--- config.mk ---
export PLATFORM = sky130hd
export DESIGN_NAME = lcd_seq_ctrl
export DESIGN_NICKNAME = d
export VERILOG_FILES = /design/src/rtl/lcd_seq_ctrl.sv
export SDC_FILE = /design/constraint.sdc
export NUM_CORES = 1
export LEC_CHECK = 0
export CORE_MARGIN = 8
export CORE_UTILIZATION = 40
export DETAILED_ROUTE_END_ITERATION = 12
export SLEW_MARGIN = 0
export SYNTH_ARGS = -nofsm -noshare
export SYNTH_HDL_FRONTEND = slang
export SYNTH_SLANG_ARGS = --single-unit
--- constraint.sdc ---
create_clock -name CLK_I -period 2.5 [get_ports CLK_I]
set_input_delay 0.375 -clock CLK_I [delete_from_list [all_inputs] [get_ports CLK_I]]
set_output_delay 0.375 -clock CLK_I [all_outputs]
set_load 0.05 [all_outputs]
--- src/rtl/lcd_seq_ctrl.sv ---
// ----------------------------------------------------------------------------
// lcd_seq_ctrl
//
// Sequencing controller for an HD44780-compatible character LCD driven in
// write-only 8-bit mode.
//
// Power-up behaviour:
//   - After reset it waits PWRUP_CYC clocks.
//   - It then issues the init commands 0x38, 0x0C, 0x01 and 0x06.
//   - It then accepts payload bytes over a valid/ready handshake.
//
// Byte mapping:
//   - 0x0C clears the display.
//   - 0x0D returns to column 0 of the current line.
//   - 0x0A toggles the line and returns to column 0.
//   - Every other value becomes a data write.
//
// Timing: the busy flag is never read. Every write cycle is
// SETUP (1) -> EN_HI (EN_CYC) -> HOLD (1) -> WAIT (CMD_CYC or CLR_CYC).
//
// Build option:
//   LCD_AUTOWRAP_EN
//     Defined: the printable byte that follows a write to the last visible
//     column first moves the cursor to the other line's DDRAM base, using a
//     chained command write.
//     Undefined: the column saturates and no automatic cursor command is sent.
//
// Ports:
//   CLK_I       system clock
//   RST_I       asynchronous active-high reset
//   DATA_I      byte to display or control code
//   VLD_I       DATA_I valid (transfer on VLD_I & RDY_O)
//   RDY_O       high only while idle and able to accept a byte
//   BUSY_O      inverse of RDY_O
//   LCD_RW_O    read/write select, always 0 (write-only)
//   LCD_RS_O    0 = command, 1 = data
//   LCD_EN_O    enable strobe
//   LCD_DATA_O  LCD data bus
// ----------------------------------------------------------------------------
module lcd_seq_ctrl #(
    parameter int CLK_HZ     = 27_000_000,
    parameter int LCD_DATA_W = 8,
    parameter int COLS       = 16,
    parameter int EN_CYC     = 12,
    parameter int CMD_CYC    = int'((64'(CLK_HZ) * 64'd40) / 64'd1_000_000),
    parameter int CLR_CYC    = int'((64'(CLK_HZ) * 64'd1640) / 64'd1_000_000),
    parameter int PWRUP_CYC  = int'((64'(CLK_HZ) * 64'd15) / 64'd1000)
) (
    input  logic                  CLK_I,
    input  logic                  RST_I,
    input  logic [LCD_DATA_W-1:0] DATA_I,
    input  logic                  VLD_I,
    output logic                  RDY_O,
    output logic                  BUSY_O,
    output logic                  LCD_RW_O,
    output logic                  LCD_RS_O,
    output logic                  LCD_EN_O,
    output logic [LCD_DATA_W-1:0] LCD_DATA_O
);

    // ------------------------------------------------------------------
    // Widths and constants
    // ------------------------------------------------------------------
    localparam int COL_W   = (COLS > 1) ? $clog2(COLS) : 1;
    localparam int MAX_AB  = (PWRUP_CYC > CLR_CYC) ? PWRUP_CYC : CLR_CYC;
    localparam int MAX_CD  = (CMD_CYC > EN_CYC) ? CMD_CYC : EN_CYC;
    localparam int MAX_CYC = (MAX_AB > MAX_CD) ? MAX_AB : MAX_CD;
    localparam int CNT_W   = $clog2(MAX_CYC + 1);

    // Each timed state ends when the counter reaches its duration minus one.
    localparam logic [CNT_W-1:0] PWRUP_LAST = CNT_W'(PWRUP_CYC - 1);
    localparam logic [CNT_W-1:0] EN_LAST    = CNT_W'(EN_CYC - 1);
    localparam logic [CNT_W-1:0] CMD_LAST   = CNT_W'(CMD_CYC - 1);
    localparam logic [CNT_W-1:0] CLR_LAST   = CNT_W'(CLR_CYC - 1);

    localparam logic [COL_W-1:0] COL_LAST = COL_W'(COLS - 1);

    localparam logic [LCD_DATA_W-1:0] CH_FF     = LCD_DATA_W'(8'h0C);
    localparam logic [LCD_DATA_W-1:0] CH_CR     = LCD_DATA_W'(8'h0D);
    localparam logic [LCD_DATA_W-1:0] CH_LF     = LCD_DATA_W'(8'h0A);
    localparam logic [LCD_DATA_W-1:0] CMD_CLEAR = LCD_DATA_W'(8'h01);
    localparam logic [LCD_DATA_W-1:0] CMD_LINE0 = LCD_DATA_W'(8'h80);
    localparam logic [LCD_DATA_W-1:0] CMD_LINE1 = LCD_DATA_W'(8'hC0);

    localparam int INIT_LEN = 4;

    // Init commands: 8-bit/2-line, display on, clear, entry increment.
    // Entry 0 sits in the least significant byte.
    localparam logic [INIT_LEN*LCD_DATA_W-1:0] INIT_SEQ = {
        LCD_DATA_W'(8'h06), LCD_DATA_W'(8'h01),
        LCD_DATA_W'(8'h0C), LCD_DATA_W'(8'h38)
    };

    typedef enum logic [2:0] {
        PWRUP, INIT, IDLE, SETUP, EN_HI, HOLD, WAIT
    } state_t;

    // ------------------------------------------------------------------
    // Init command table
    // ------------------------------------------------------------------
    logic [LCD_DATA_W-1:0] init_rom [INIT_LEN];

    genvar gi;
    generate
        for (gi = 0; gi < INIT_LEN; gi++) begin : g_init_rom
            assign init_rom[gi] = INIT_SEQ[gi*LCD_DATA_W +: LCD_DATA_W];
        end
    endgenerate

    // ------------------------------------------------------------------
    // State
    // ------------------------------------------------------------------
    state_t                state_reg, state_next;
    logic [CNT_W-1:0]      cnt_reg, cnt_next;
    logic [COL_W-1:0]      col_reg, col_next;
    logic                  line_reg, line_next;

    // Set after a write to the last visible column.
    // Only ever set when autowrap is built in.
    logic                  wrap_reg, wrap_next;

    // Data write queued behind a cursor command.
    logic                  pend_vld_reg, pend_vld_next;
    logic [LCD_DATA_W-1:0] pend_data_reg, pend_data_next;

    logic [2:0]            init_idx_reg, init_idx_next;
    logic                  init_act_reg, init_act_next;
    logic                  lcd_rs_reg, lcd_rs_next;
    logic [LCD_DATA_W-1:0] lcd_data_reg, lcd_data_next;
    logic                  lcd_en_reg, lcd_en_next;
    logic                  rdy_reg, rdy_next;
    logic                  busy_reg, busy_next;

    logic [CNT_W-1:0]      wait_last;

    // The word on the bus during WAIT is the one just written.
    // It therefore selects the post-write delay.
    assign wait_last = (!lcd_rs_reg && lcd_data_reg == CMD_CLEAR) ? CLR_LAST : CMD_LAST;

    // ------------------------------------------------------------------
    // State register
    // ------------------------------------------------------------------
    always_ff @(posedge CLK_I or posedge RST_I) begin
        if (RST_I) begin
            state_reg     <= PWRUP;
            cnt_reg       <= '0;
            col_reg       <= '0;
            line_reg      <= 1'b0;
            wrap_reg      <= 1'b0;
            pend_vld_reg  <= 1'b0;
            pend_data_reg <= '0;
            init_idx_reg  <= '0;
            init_act_reg  <= 1'b1;
            lcd_rs_reg    <= 1'b0;
            lcd_data_reg  <= '0;
            lcd_en_reg    <= 1'b0;
            rdy_reg       <= 1'b0;
            busy_reg      <= 1'b1;
        end else begin
            state_reg     <= state_next;
            cnt_reg       <= cnt_next;
            col_reg       <= col_next;
            line_reg      <= line_next;
            wrap_reg      <= wrap_next;
            pend_vld_reg  <= pend_vld_next;
            pend_data_reg <= pend_data_next;
            init_idx_reg  <= init_idx_next;
            init_act_reg  <= init_act_next;
            lcd_rs_reg    <= lcd_rs_next;
            lcd_data_reg  <= lcd_data_next;
            lcd_en_reg    <= lcd_en_next;
            rdy_reg       <= rdy_next;
            busy_reg      <= busy_next;
        end
    end

    // ------------------------------------------------------------------
    // Next-state logic
    // ------------------------------------------------------------------
    always_comb begin
        state_next = state_reg;
        case (state_reg)
            PWRUP: if (cnt_reg == PWRUP_LAST) state_next = INIT;
            INIT:  state_next = (init_idx_reg < 3'(INIT_LEN)) ? SETUP : IDLE;
            IDLE:  if (VLD_I) state_next = SETUP;
            SETUP: state_next = EN_HI;
            EN_HI: if (cnt_reg == EN_LAST) state_next = HOLD;
            HOLD:  state_next = WAIT;
            WAIT: begin
                if (cnt_reg == wait_last) begin
                    if (init_act_reg)      state_next = INIT;
                    else if (pend_vld_reg) state_next = SETUP;
                    else                   state_next = IDLE;
                end
            end
            default: state_next = PWRUP;
        endcase
    end

    // ------------------------------------------------------------------
    // Output / datapath logic
    // All outputs are registered, so they are computed from state_next.
    // ------------------------------------------------------------------
    always_comb begin
        cnt_next       = cnt_reg;
        col_next       = col_reg;
        line_next      = line_reg;
        wrap_next      = wrap_reg;
        pend_vld_next  = pend_vld_reg;
        pend_data_next = pend_data_reg;
        init_idx_next  = init_idx_reg;
        init_act_next  = init_act_reg;
        lcd_rs_next    = lcd_rs_reg;
        lcd_data_next  = lcd_data_reg;

        lcd_en_next = (state_next == EN_HI);
        rdy_next    = (state_next == IDLE);
        busy_next   = (state_next != IDLE);

        if (state_next != state_reg || state_reg == IDLE) begin
            cnt_next = '0;
        end else begin
            cnt_next = cnt_reg + CNT_W'(1);
        end

        case (state_reg)
            INIT: begin
                if (init_idx_reg < 3'(INIT_LEN)) begin
                    lcd_rs_next   = 1'b0;
                    lcd_data_next = init_rom[init_idx_reg[1:0]];
                    init_idx_next = init_idx_reg + 3'd1;
                end else begin
                    init_act_next = 1'b0;
                    col_next      = '0;
                    line_next     = 1'b0;
                    wrap_next     = 1'b0;
                end
            end

            IDLE: begin
                if (VLD_I) begin
                    case (DATA_I)
                        CH_FF: begin
                            lcd_rs_next   = 1'b0;
                            lcd_data_next = CMD_CLEAR;
                            col_next      = '0;
                            line_next     = 1'b0;
                            wrap_next     = 1'b0;
                        end
                        CH_CR: begin
                            lcd_rs_next   = 1'b0;
                            lcd_data_next = line_reg ? CMD_LINE1 : CMD_LINE0;
                            col_next      = '0;
                            wrap_next     = 1'b0;
                        end
                        CH_LF: begin
                            // Base address of the line being moved to.
                            lcd_rs_next   = 1'b0;
                            lcd_data_next = line_reg ? CMD_LINE0 : CMD_LINE1;
                            line_next     = ~line_reg;
                            col_next      = '0;
                            wrap_next     = 1'b0;
                        end
                        default: begin
`ifdef LCD_AUTOWRAP_EN
                            if (wrap_reg) begin
                                // Cursor command to the other line now.
                                // The byte itself follows as a chained
                                // data write at column 0.
                                lcd_rs_next    = 1'b0;
                                lcd_data_next  = line_reg ? CMD_LINE0 : CMD_LINE1;
                                line_next      = ~line_reg;
                                pend_vld_next  = 1'b1;
                                pend_data_next = DATA_I;
                                col_next       = (COLS > 1) ? COL_W'(1) : '0;
                                wrap_next      = (COLS == 1);
                            end else begin
                                lcd_rs_next   = 1'b1;
                                lcd_data_next = DATA_I;
                                if (col_reg == COL_LAST) begin
                                    col_next  = '0;
                                    wrap_next = 1'b1;
                                end else begin
                                    col_next = col_reg + COL_W'(1);
                                end
                            end
`else
                            lcd_rs_next   = 1'b1;
                            lcd_data_next = DATA_I;
                            if (col_reg != COL_LAST) begin
                                col_next = col_reg + COL_W'(1);
                            end
`endif
                        end
                    endcase
                end
            end

            WAIT: begin
                if (state_next == SETUP) begin
                    lcd_rs_next   = 1'b1;
                    lcd_data_next = pend_data_reg;
                    pend_vld_next = 1'b0;
                end
            end

            default: begin
            end
        endcase
    end

    assign RDY_O      = rdy_reg;
    assign BUSY_O     = busy_reg;
    assign LCD_RW_O   = 1'b0;
    assign LCD_RS_O   = lcd_rs_reg;
    assign LCD_EN_O   = lcd_en_reg;
    assign LCD_DATA_O = lcd_data_reg;

endmodule

==> summary.txt, run 1 <==
Pwr
  – Power share of the sequential group: 54.7%
  – Gate power share: 3.6%
  – Worst IR Drop VDD: 249 uV
  – Sw Ratio: 22.0%
  – P_int: 0.899 mW
  – Leakage power: 1.05 nW
  – Net Sw Power: 0.253 mW
  – PD cells: 451 nW/um^2
  – Clk pwr share: 41.7%

Synthesis
  – Post-synth net total: 237
  – Post-synth top area share: 42.8%
  – Yosys cell types: 52
  – Ys Warns: 0
  – Most common library cells after synthesis: 37 x dfrtp_1, 25 x nor2_1, 16 x nand2_1
  – Register bit total from synthesis: 39
  – Number of flops mapped to enable cells by yosys: 0
  – Area leader, netlist: dfrtp_1
  – Most frequent cell after synthesis: dfrtp_1
  – Syn avg cell area: 9.73 um^2
  – Async SR Flop Fraction: 100%
  – Register area share after synthesis: 45.3%
  – Post-synthesis instance area: 2160 um^2
  – Synth Instances: 222
  – Post-synth top flop: dfrtp_1
  – Main area contributors after synthesis: dfrtp_1 43%, xor2_1 4.5%, nor2_1 4.3%

GRT
  – Overflow after GRT: 0
  – Largest net degree at the start of global routing: 40
  – First-pass GRT wire length: 8.28 mm
  – Gr usage total: 13.7%
  – Initial antenna violation count: 0
  – Vias in the first global route: 1702

STA
  – Setup Viol. Count Final: 0
  – Fin. Hold Viols: 0
  – Fin crit share: 81.5%
  – Tmin final: 2.04 ns
  – Clock skew: 0.00676 ns
  – Final Max Slew Viols: 0
  – Max Clk Rate: 0.491 GHz
  – Normalized max-slew margin: 64.9%
  – RSZ-0062 raised after global routing: false
  – Total Neg Setup Slack: 0 ns
  – Worst-margin pin slew: 0.522 ns

Flow run
  – MaxCap Viol Count: 0

Clocking
  – Clock Pin Slew Worst Setup and Hold Paths: 0.08 ns
  – Hold Buf Count CTS: 0
  – Clock Tree Root: clkbuf_8
  – Number of CTS-inserted buffers: 5
  – Setup bufs post-CTS: 0
  – TritonCTS clock tree: done
  – H-tree Lvls: 2
  – Post-cts resize count: 0
  – Clk_lat worst skew: 0.30 ns
  – Clock Path Buffers: 2
  – Clock net sink count: 39

Outcome
  – Run status: completed

Layout
  – # diodes: 0
  – Area growth syn-to-layout: 18.3%
  – Nets: 261
  – Layout cell share with drive strength beyond 1: 9.72%
  – Final non-filler cell total: 317
  – Max FFs per register: 19
  – Fillers: 484
  – Utilization after layout: 49.4%

Place
  – IO buf count: 22
  – Placed Instances: 309
  – Dpl hpwl: 3.58 mm
  – Routability Congestion: 0.817

Die
  – Die ar.: 8010 um^2
  – I/O pin count: 24
  – Die span in x: 89.5 um
  – Die H: 89.5 um
  – Initial Util: 41.8%
  – Core footprint: 5170 um^2
  – Cell Rows: 26

Setup path
  – CP Class: flop to flop
  – Worst Path Arrival: 2.21 ns
  – CP Max Fanout: 10
  – Element type at the critical path end: flop
  – CP Launch Type: flop
  – Worst EP required: 2.67 ns

Routing
  – 1st-iter DRT viols: 55
  – DRT Wirelength: 4.85 mm
  – DR pass1 iterations: 4
  – Vias: 1720
  – # DRC: 0
  – Routed wire per std cell: 15.3 um
  – Antenna-violating nets left: 0
  – Post-DR vias/cell: 5.43

Worst hold path
  – Worst hold path class: flop to flop
## per-stage QoR
| step | hold WS [ns] | worst slack [ns] | instance area, um^2 | total power [mW] |
|---|---|---|---|---|
| finish | 0.468 | 0.463 | 2560 | 1.15 |
| global route | 0.493 | 0.278 | 2560 | 1.20 |
| CTS | 0.472 | 0.450 | 2560 | 1.17 |
| detailed placement | 0.464 | 0.254 | 2450 | 0.685 |
| global placement | 0.460 | 0.303 | 2450 | 0.686 |
| floorplan | 0.433 | 0.597 | 2160 | 0.661 |
## layer usage
metal  share of wire, %  vias up  global-route usage (%)
met5                  0        -                       0
met4                1.9        0                    6.50
met3                3.5        8                    3.13
met2                 47       22                    21.1
met1                 47      833                    17.6
li1                   -      857                       -
## power by group through the flow
stage,clock network [mW],logic [mW],registers (mW)
finish,0.480,0.0414,0.630
global route,0.525,0.0464,0.630
CTS,0.498,0.0426,0.630
detailed placement,0,0.0426,0.643
global placement,0,0.0427,0.643
floorplan,0,0.0181,0.643
## worst max-delay path: stages, from the launching register on
cell	delay, ns
dfrtp_1	0.45
or4_4	0.57
nor4_1	0.27
o2111ai_1	0.18
nand2b_1	0.34
nor3_1	0.11
## kinds of logic after synthesis
group / count (synthesis) / share of synthesized area, %
compound gates: 32 / 11.2
xor+xnor: 18 / 7.30
fa+ha+maj: 4 / 2.32
buf+inv: 13 / 3.01
flops: 39 / 45.3
mux: 1 / 0.521
other cells: 1 / 0.174
simple gates: 114 / 30.2
## layout make-up
class | count | area (um^2) | share of cell area, %
Tap cell | 70 | 87.6 | 3.43
Timing Repair Buffer | 27 | 258 | 10.1
Multi-Input combinational cell | 170 | 1120 | 43.7
Clock inverter | 1 | 7.51 | 0.294
Sequential cell | 39 | 978 | 38.3
Clock buffer | 7 | 96.3 | 3.77
Inverter | 3 | 11.3 | 0.441
## cell usage in the layout (no fill, tap or decap), drive strengths merged, types with 3 or more instances in the layout
| master | n |
|---|---|
| nand2b | 4 |
| nor3b | 3 |
| nand2 | 16 |
| nor2b | 5 |
| a221oi | 5 |
| nor4 | 10 |
| nand4 | 5 |
| nand3 | 10 |
| a21oi | 6 |
| clkbuf | 7 |
| and3 | 4 |
| dfrtp | 37 |
| ha | 4 |
| o21ai | 5 |
| xnor2 | 7 |
| nor3 | 15 |
| nor2 | 26 |
| buf | 5 |
| and4 | 4 |
| xor2 | 11 |
| inv | 3 |
| clkdlybuf4s50 | 22 |
## worst paths after layout
check / from / to / slack (ns) / depth (start not counted)
setup / recovery: cnt_reg[8] / cnt_reg[3] / 0.46 / 5
hold / removal: init_idx_reg[2] / init_act_reg / 0.47 / 1
setup reg to reg: cnt_reg[8] / cnt_reg[3] / 0.46 / 5
hold reg to reg: init_idx_reg[2] / init_act_reg / 0.47 / 1
max in group asynchronous: RST_I / init_act_reg / 1.65 / 3
min in group asynchronous: RST_I / cnt_reg[12] / 0.49 / 3
Note: power is estimated with default switching activity, not from simulation.
==> inputs of run 2 (changes only) <==
==> constraint.sdc (replaced) <==
create_clock -name CLK_I -period 1.95 [get_ports CLK_I]
set_input_delay 0.2925 -clock CLK_I [delete_from_list [all_inputs] [get_ports CLK_I]]
set_output_delay 0.2925 -clock CLK_I [all_outputs]
set_load 0.05 [all_outputs]
==> summary.txt, run 2 (synthesized netlist as in run 1, its figures left out) <==
Place
  – IO buf count: 22
  – Routability Congestion: 0.859
  – Placed Instances: 328
  – Dpl hpwl: 3.96 mm

Pwr
  – Sw Ratio: 20.5%
  – Net Sw Power: 0.314 mW
  – PD cells: 544 nW/um^2
  – Worst IR Drop VDD: 420 uV
  – Leakage power: 1.17 nW
  – Clk pwr share: 43.2%
  – P_int: 1.22 mW
  – Gate power share: 4.0%
  – Power share of the sequential group: 52.7%

Layout
  – Register Area: 982 um^2
  – Multi-input logic area: 1190 um^2
  – Most frequent cells in the layout: 34 x dfrtp_1, 27 x buf_4, 25 x nor2_1
  – # diodes: 0
  – Layout cell share with drive strength beyond 1: 20.8%
  – Most common cell after layout, fill and taps aside: dfrtp_1
  – Nets: 283
  – Area growth syn-to-layout: 30.4%
  – Final non-filler cell total: 339
  – Max FFs per register: 19
  – Fillers: 477

Clocking
  – Clock net sink count: 39
  – Number of CTS-inserted buffers: 5
  – Clk_lat worst skew: 0.29 ns
  – TritonCTS clock tree: done
  – Clock Path Buffers: 2
  – H-tree Lvls: 2
  – Clock Pin Slew Worst Setup and Hold Paths: 0.08 ns
  – Clock Tree Root: clkbuf_8

Routing
  – # DRC: 0
  – Post-DR vias/cell: 5.34
  – Routed wire per std cell: 15.7 um
  – 1st-iter DRT viols: 82
  – Vias: 1811
  – Antenna-violating nets left: 0
  – DRT Wirelength: 5.32 mm
  – DR pass1 iterations: 4

STA
  – RSZ-0062 raised after global routing: true
  – Hold slack final: 0.421 ns
  – Normalized max-slew margin: 66.2%
  – Clock skew: 0.00828 ns
  – Max Clk Rate: 0.515 GHz
  – Fin crit share: 99.7%
  – Tmin final: 1.94 ns
  – Fin. Hold Viols: 0
  – Final Max Slew Viols: 0
  – Worst-margin pin slew: 0.505 ns
  – Setup Viol. Count Final: 0

Die
  – Initial Util: 41.8%
  – I/O pin count: 24
  – Core footprint: 5170 um^2
  – Die H: 89.5 um
  – Die span in x: 89.5 um
  – Die ar.: 8010 um^2
  – Cell Rows: 26

Setup path
  – R2R Setup Slk: 0.007 ns
  – Worst Path Arrival: 2.10 ns
  – Cells on worst reg2reg path: 6
  – Critical Path Slowest Stage Cell: or4_4
  – CP Max Fanout: 10
  – CP Launch Type: flop
  – Worst EP required: 2.11 ns
  – FF-to-FF Start: cnt_reg[8]
  – Element type at the critical path end: flop
  – Largest delay share family, worst path: simple AND/OR/NAND/NOR gates
  – CP bufs+invs: 1
  – Critical-path cell list: or4_4 -> nor4_4 -> o2111ai_2 -> nand2b_1 -> buf_12 -> nor3_1
  – CP Class: flop to flop
  – Max incr delay on CP: 0.55 ns
  – R2r endpoint: cnt_reg[18]

GRT
  – Initial antenna violation count: 0
  – Overflow after GRT: 0
  – Vias in the first global route: 1804
  – Gr usage total: 14.8%
  – Largest net degree at the start of global routing: 40
  – First-pass GRT wire length: 8.88 mm

Worst hold path
  – Worst hold path class: input port to asynchronous set/reset pin

Flow run
  – MaxCap Viol Count: 0

Outcome
  – Run status: completed
[run 2: worst max path at each step]
stage | startpoint | endpoint | slack [ns] | cells after the start
after floorplan | LCD_DATA_O[3] | cnt_reg[4] | 0.05 | 6
after global placement | DATA_I[4] | LCD_DATA_O[0] | -0.05 | 7
after detailed placement | DATA_I[4] | LCD_DATA_O[2] | -0.08 | 7
after CTS | cnt_reg[1] | cnt_reg[17] | 0.007 | 6
after global routing | cnt_reg[8] | cnt_reg[9] | -0.04 | 6
final | cnt_reg[8] | cnt_reg[18] | 0.007 | 6
[run 2: power by group through the flow]
| stage | clock network [mW] | logic, mW | registers (mW) |
|---|---|---|---|
| 2_1_floorplan | 0 | 0.0232 | 0.824 |
| 3_3_place_gp | 0 | 0.0630 | 0.824 |
| 3_5_place_dp | 0 | 0.0634 | 0.824 |
| 4_1_cts | 0.683 | 0.0634 | 0.808 |
| 5_1_grt | 0.720 | 0.0689 | 0.808 |
| 6_report | 0.663 | 0.0620 | 0.808 |
[run 2: layout make-up]
class | count | share of cell area (%)
well taps | 70 | 3.11
clock buffers | 6 | 2.58
flip-flops and latches | 39 | 34.9
clock inverters | 2 | 1.33
inverters | 3 | 0.400
repair buffers | 49 | 15.4
multi-input cells | 170 | 42.4
[run 2: worst reg2reg max path, stage by stage, from the launching register on]
cell and delay, ns:
dfrtp_2 0.44, or4_4 0.55, nor4_4 0.29, o2111ai_2 0.18
nand2b_1 0.16, buf_12 0.13, nor3_1 0.05
[run 2: metal layers]
layer / wire length (um) / track usage [%]
met1: 2470 / 18.7
met2: 2580 / 23.8
met3: 201 / 4.14
met4: 71 / 5.14
met5: 0 / 0
[run 2: what timing repair did]
item | 4_1_cts | 5_1_grt
pin swaps | 2 | 4
setup endpoints to repair | 11 | 20
hold buffers | 0 | 0
buffers inserted | 1 | 2
gates cloned | 0 | 0
resized for setup | 4 | 10
[run 2: metrics by stage]
stage | cell area, um^2 | setup slack, ns | util [%] | total power [mW] | TNS [ns]
after floorplan | 2160 | 0.0471 | - | 0.847 | 0
after global placement | 2610 | -0.0544 | 50.4 | 0.887 | -0.270
after detailed placement | 2610 | -0.0827 | 50.4 | 0.887 | -0.554
after CTS | 2750 | 0.00672 | 53.1 | 1.56 | 0
after global routing | 2820 | -0.0399 | 54.5 | 1.60 | -0.250
final | 2820 | 0.00681 | 54.5 | 1.53 | 0
==> inputs of run 3 (changes only) <==
--- a/config.mk
+++ b/config.mk
@@ -5,6 +5,7 @@
 export SDC_FILE = /design/constraint.sdc
 export NUM_CORES = 1
 export LEC_CHECK = 0
+export ABC_CLOCK_PERIOD_IN_PS = 1950
 export CORE_MARGIN = 8
 export CORE_UTILIZATION = 40
 export DETAILED_ROUTE_END_ITERATION = 12
==> results of run 3 <==
Same layout as run 2: the final DEF is identical, and so are final timing and power.
